File: src/rtl/uart_tx_sched.sv
// uart_tx_sched: debounced two-button request latch with a round-robin
// arbiter. It issues one UART character per grant through a start/busy
// handshake and drives the constant baud divisor.
// Optional feature macro: UART_TX_SCHED_DEBOUNCE_EN (debounce counters present).
module uart_tx_sched #(
    parameter int unsigned DB_CYCLES = 36864,
    parameter logic [11:0] UBRR_VAL  = 12'd23,
    parameter logic [7:0]  CHAR_A    = 8'd65,
    parameter logic [7:0]  CHAR_B    = 8'd66
) (
    input  logic        clk,
    input  logic        rst,
    input  logic        button_A,
    input  logic        button_B,
    input  logic        tx_busy,
    output logic        tx_start,
    output logic [7:0]  data_i,
    output logic [11:0] ubrr,
    output logic [1:0]  pend
);

    localparam int unsigned TO_CYCLES = 16;
    localparam int unsigned TO_W      = 4;
    localparam logic [TO_W-1:0] TO_LAST = TO_W'(TO_CYCLES - 1);

    typedef enum logic [1:0] {
        S_IDLE,
        S_START,
        S_WAIT_HI,
        S_WAIT_LO
    } state_t;

    state_t          state;
    state_t          state_nxt;
    logic [1:0]      sync_meta;
    logic [1:0]      sync_q;
    logic [1:0]      db_lvl;
    logic [1:0]      db_prev;
    logic [1:0]      press;
    logic            grant_a;
    logic            grant_b;
    logic [1:0]      pend_nxt;
    logic            last;
    logic            last_nxt;
    logic [7:0]      data_nxt;
    logic [TO_W-1:0] to_cnt;
    logic [TO_W-1:0] to_cnt_nxt;

    // Two-flop synchronisers for both raw buttons; released level is 1
    always_ff @(posedge clk or negedge rst) begin
        if (!rst) begin
            sync_meta <= 2'b11;
            sync_q    <= 2'b11;
        end else begin
            sync_meta <= {button_B, button_A};
            sync_q    <= sync_meta;
        end
    end

`ifdef UART_TX_SCHED_DEBOUNCE_EN
    localparam int unsigned DB_W = (DB_CYCLES > 2) ? $clog2(DB_CYCLES) : 1;
    localparam logic [DB_W-1:0] DB_TOP = DB_W'(DB_CYCLES - 1);

    logic [1:0][DB_W-1:0] db_cnt;

    // Debounce: accept a new level only after DB_CYCLES consecutive differing samples
    always_ff @(posedge clk or negedge rst) begin
        if (!rst) begin
            db_lvl <= 2'b11;
            db_cnt <= '0;
        end else begin
            for (int i = 0; i < 2; i++) begin
                if (sync_q[i] != db_lvl[i]) begin
                    if (db_cnt[i] == DB_TOP) begin
                        db_lvl[i] <= sync_q[i];
                        db_cnt[i] <= '0;
                    end else begin
                        db_cnt[i] <= db_cnt[i] + DB_W'(1);
                    end
                end else begin
                    db_cnt[i] <= '0;
                end
            end
        end
    end
`else
    // Debouncer bypassed: the debounced level is the synchronised level
    assign db_lvl = sync_q;
`endif

    // Previous debounced level for the falling-edge (press) detector
    always_ff @(posedge clk or negedge rst) begin
        if (!rst) begin
            db_prev <= 2'b11;
        end else begin
            db_prev <= db_lvl;
        end
    end

    assign press = db_prev & ~db_lvl;

    // FSM state register
    always_ff @(posedge clk or negedge rst) begin
        if (!rst) begin
            state <= S_IDLE;
        end else begin
            state <= state_nxt;
        end
    end

    // Next state, arbitration and next values of the registered outputs
    always_comb begin
        state_nxt  = state;
        grant_a    = 1'b0;
        grant_b    = 1'b0;
        to_cnt_nxt = to_cnt;
        case (state)
            S_IDLE: begin
                if ((pend != 2'b00) && !tx_busy) begin
                    if (pend == 2'b01) begin
                        grant_a = 1'b1;
                    end else if (pend == 2'b10) begin
                        grant_b = 1'b1;
                    end else if (last) begin
                        grant_a = 1'b1;
                    end else begin
                        grant_b = 1'b1;
                    end
                    state_nxt = S_START;
                end
            end
            S_START: begin
                to_cnt_nxt = '0;
                state_nxt  = S_WAIT_HI;
            end
            S_WAIT_HI: begin
                if (tx_busy) begin
                    state_nxt = S_WAIT_LO;
                end else if (to_cnt == TO_LAST) begin
                    state_nxt = S_IDLE;
                end else begin
                    to_cnt_nxt = to_cnt + TO_W'(1);
                end
            end
            S_WAIT_LO: begin
                if (!tx_busy) begin
                    state_nxt = S_IDLE;
                end
            end
            default: begin
                state_nxt = S_IDLE;
            end
        endcase

        // A new press overrides a same-cycle clear from the grant
        pend_nxt = (pend & ~{grant_b, grant_a}) | press;

        last_nxt = last;
        data_nxt = data_i;
        if (grant_a) begin
            last_nxt = 1'b0;
            data_nxt = CHAR_A;
        end else if (grant_b) begin
            last_nxt = 1'b1;
            data_nxt = CHAR_B;
        end
    end

    // Registered outputs, arbiter pointer and handshake timeout counter
    always_ff @(posedge clk or negedge rst) begin
        if (!rst) begin
            tx_start <= 1'b0;
            data_i   <= '0;
            ubrr     <= '0;
            pend     <= '0;
            last     <= 1'b1;
            to_cnt   <= '0;
        end else begin
            tx_start <= (state_nxt == S_START);
            data_i   <= data_nxt;
            ubrr     <= UBRR_VAL;
            pend     <= pend_nxt;
            last     <= last_nxt;
            to_cnt   <= to_cnt_nxt;
        end
    end

endmodule

File: config.mk
export PLATFORM = sky130hd
export DESIGN_NAME = uart_tx_sched
export DESIGN_NICKNAME = d
export VERILOG_FILES = /design/src/rtl/uart_tx_sched.sv
export SDC_FILE = /design/constraint.sdc
export NUM_CORES = 1
export LEC_CHECK = 0
export CORE_ASPECT_RATIO = 1.2
export CORE_MARGIN = 2
export CORE_UTILIZATION = 48
export CTS_BUF_LIST = sky130_fd_sc_hd__clkbuf_8
export CTS_CLUSTER_DIAMETER = 60
export CTS_CLUSTER_SIZE = 12
export DETAILED_ROUTE_END_ITERATION = 16
export PLACE_DENSITY = 0.79
export REMOVE_ABC_BUFFERS = 1
export SYNTH_ARGS = -nofsm -noshare
export SYNTH_HDL_FRONTEND = slang
export SYNTH_SLANG_ARGS = --single-unit
export TNS_END_PERCENT = 5
File: constraint.sdc
create_clock -name clk -period 1.85 [get_ports clk]
set_clock_uncertainty 0.2 [all_clocks]
set_input_delay 0.2775 -clock clk [delete_from_list [all_inputs] [get_ports clk]]
set_output_delay 0.2775 -clock clk [all_outputs]
set_load 0.05 [all_outputs]
==> out/metrics.cfg <==
[outcome]
status = complete, no violations

[route]
wirelength_um = 1579
drt-initial-drc-count = 5
post_drt_wl_per_cell_um = 13.61
dr_total_vias = 599
drt-pass1-iter-count = 4
detail-route-antenna-nets = 0
drc_errors = 0
via_per_inst = 5.164

[sta]
hold_viol = 0
rsz0062_at_grt = false
min_period_ns = 1.595
setup_violations = 0
slew_viol_final = 0
post-route-period-util_pct = 86.24
fmaxAchievable_ghz = 0.6268
layout_setup_ws_ns = 0.2546

[floorplan]
die_h_um = 52.28
initial_utilization_pct = 50.96
core_area_um2 = 1829
row_count = 17
dieArea_um2 = 2312
die_x_um = 44.23
io_pins = 28

[global_route]
grt_overflow = 0
antenna_found_initial = 0
grt_first_pass_wirelength_um = 2656
grt_usage_pct = 16.62
grt_pass1_vias = 599
grt_max_degree = 21

[clocking]
cts_hold_buf = 0
cts_sinks = 20
cts_setup_buffers = 0
htreeDepth = 1
clk_pin_slew_ns = 0.07
cts-root-buf = clkbuf_8
clock_latency_ns = 0.26
ctsResizeCount = 0
numCtsBuffers = 3
clk_path_buf_depth = 2
cts_tree = built

[layout]
mostFrequentLayoutCell = conb_1
final_cells = 116
fin_area_um2 = 1085
final_cell_mix = 14 x conb_1, 13 x dfrtp_1, 13 x buf_4
diodes = 0
utilization_pct = 59.30
post_route_cells_drive_above_1_share_pct = 28.87
fin_nets = 104
syn_to_final_growth_pct = 16.38

[critical_path]
worst_setup_path_end_kind = register
worstPathMaxFanout = 7
cp_data_required_time_ns = 1.79
critPathKind = input pin to register
arrival_ns = 1.54
cp-start-kind = input pin

[logic_synthesis]
synth_area_um2 = 932.1
ys_types = 28
ys.warnings.count = 0
ys_seq_elements = 20
ys_seq_area_share_pct = 54.63
netlist_instances = 81
synth_area_per_cell_um2 = 11.51

[placement]
place_area_um2 = 1013
pre_cts_slack_ns = -0.01128
port_buffers = 14
place_hpwl_um = 1158
gp_congestion = 0.8310
placed_cells = 112

[pwr]
power_leakage_nw = 0.5104
p_total_mw = 1.681
ir_drop_v = 0.0009974
p_per_area_nw_per_um2 = 1550

[flow_run]
maxCapViolations = 0

[hold_path]
hold_class = input pin to asynchronous set/reset pin

cell families (layout without fill, tap and decap cells):
| group | count (synthesis) | count (layout) | share of synthesized area [%] |
|---|---|---|---|
| compound gates | 17 | 17 | 12.48 |
| fa+ha+maj | 1 | 1 | 1.342 |
| buf+inv | 22 | 26 | 15.44 |
| flops | 20 | 20 | 54.63 |
| other cells | 2 | 14 | 0.8057 |
| simple gates | 19 | 19 | 15.30 |
stage by stage:
step	hold slack, ns	setup TNS (ns)
global placement	0.1459	0
CTS	0.1583	0
finish	0.1533	0
global route	0.1604	0
detailed placement	0.1479	-0.01128
floorplan	-0.2181	-0.4248
report_power, final:
group	total (mW)	internal [mW]	switching (mW)
Combinational	0.569	0.208	0.361
Clock	0.427	0.289	0.138
Sequential	0.686	0.552	0.133
synth_stat cells:
cell type  count  area, um^2
a211oi_1       1       7.510
a21boi_1       1       7.510
a21o_2         1       8.760
a21oi_1        5       25.02
a221o_1        1       10.01
a31oi_1        1       6.260
and2_1         1       6.260
and4b_1        3       30.03
buf_4         16       120.1
clkbuf_2       1       5.000
conb_1         2       7.510
dfrtp_1       13       325.3
dfstp_2        7       183.9
ha_1           1       12.51
inv_1          5       18.77
nand3_1        2       10.01
nand4bb_1      1       11.26
nor2_1         5       18.77
nor2b_1        3       18.77
nor3_2         1       10.01
nor4_4         1       21.27
nor4bb_1       1       10.01
o21a_1         2       15.01
o21ai_0        2       10.01
o221ai_1       1       8.760
o2bb2ai_1      1       8.760
o41ai_1        1       8.760
or2_2          1       6.260
layout make-up:
cell class	instances	area, um^2
Fill cell	171	744.5
Sequential cell	20	509.2
Multi-Input combinational cell	51	324.1
Timing Repair Buffer	17	137.6
Clock buffer	3	41.29
Clock inverter	1	30.03
Tap cell	19	23.77
Inverter	5	18.77
layer usage:
layer	vias to the layer above	GRT usage, %	part of all wire (%)
met5	-	0	0
met4	0	10.10	2.1
met3	5	6.207	6.9
met2	23	26.96	51
met1	288	18.12	40
li1	283	-	-
worst max-delay path: stages:
cell,delay [ns]
clkdlybuf4s50_1,0.56
nor2_1,0.28
a21boi_1,0.13
a221o_1,0.29
worst paths after layout:
| kind | startpoint | endpoint | slack (ns) | cells after the start |
|---|---|---|---|---|
| max | tx_busy | to_cnt[1] | 0.25 | 4 |
| min | rst | data_i[0] | 0.15 | 2 |
| max reg2reg | to_cnt[0] | to_cnt[1] | 0.29 | 4 |
| min reg2reg | sync_meta[1] | db_lvl[1] | 0.16 | 0 |
| max in group asynchronous | rst | db_prev[0] | 1.04 | 2 |
| min in group clk | sync_meta[1] | db_lvl[1] | 0.16 | 0 |
flip-flops by register name, indices dropped and copies added, names as in the netlist:
| register | flops |
|---|---|
| ubrr | 1 |
| db_prev | 2 |
| db_lvl | 2 |
| tx_start | 1 |
| to_cnt | 4 |
| sync_meta | 2 |
| last | 1 |
| state | 2 |
| pend | 2 |
| data_i | 3 |
(Power assumes the default switching activity.)
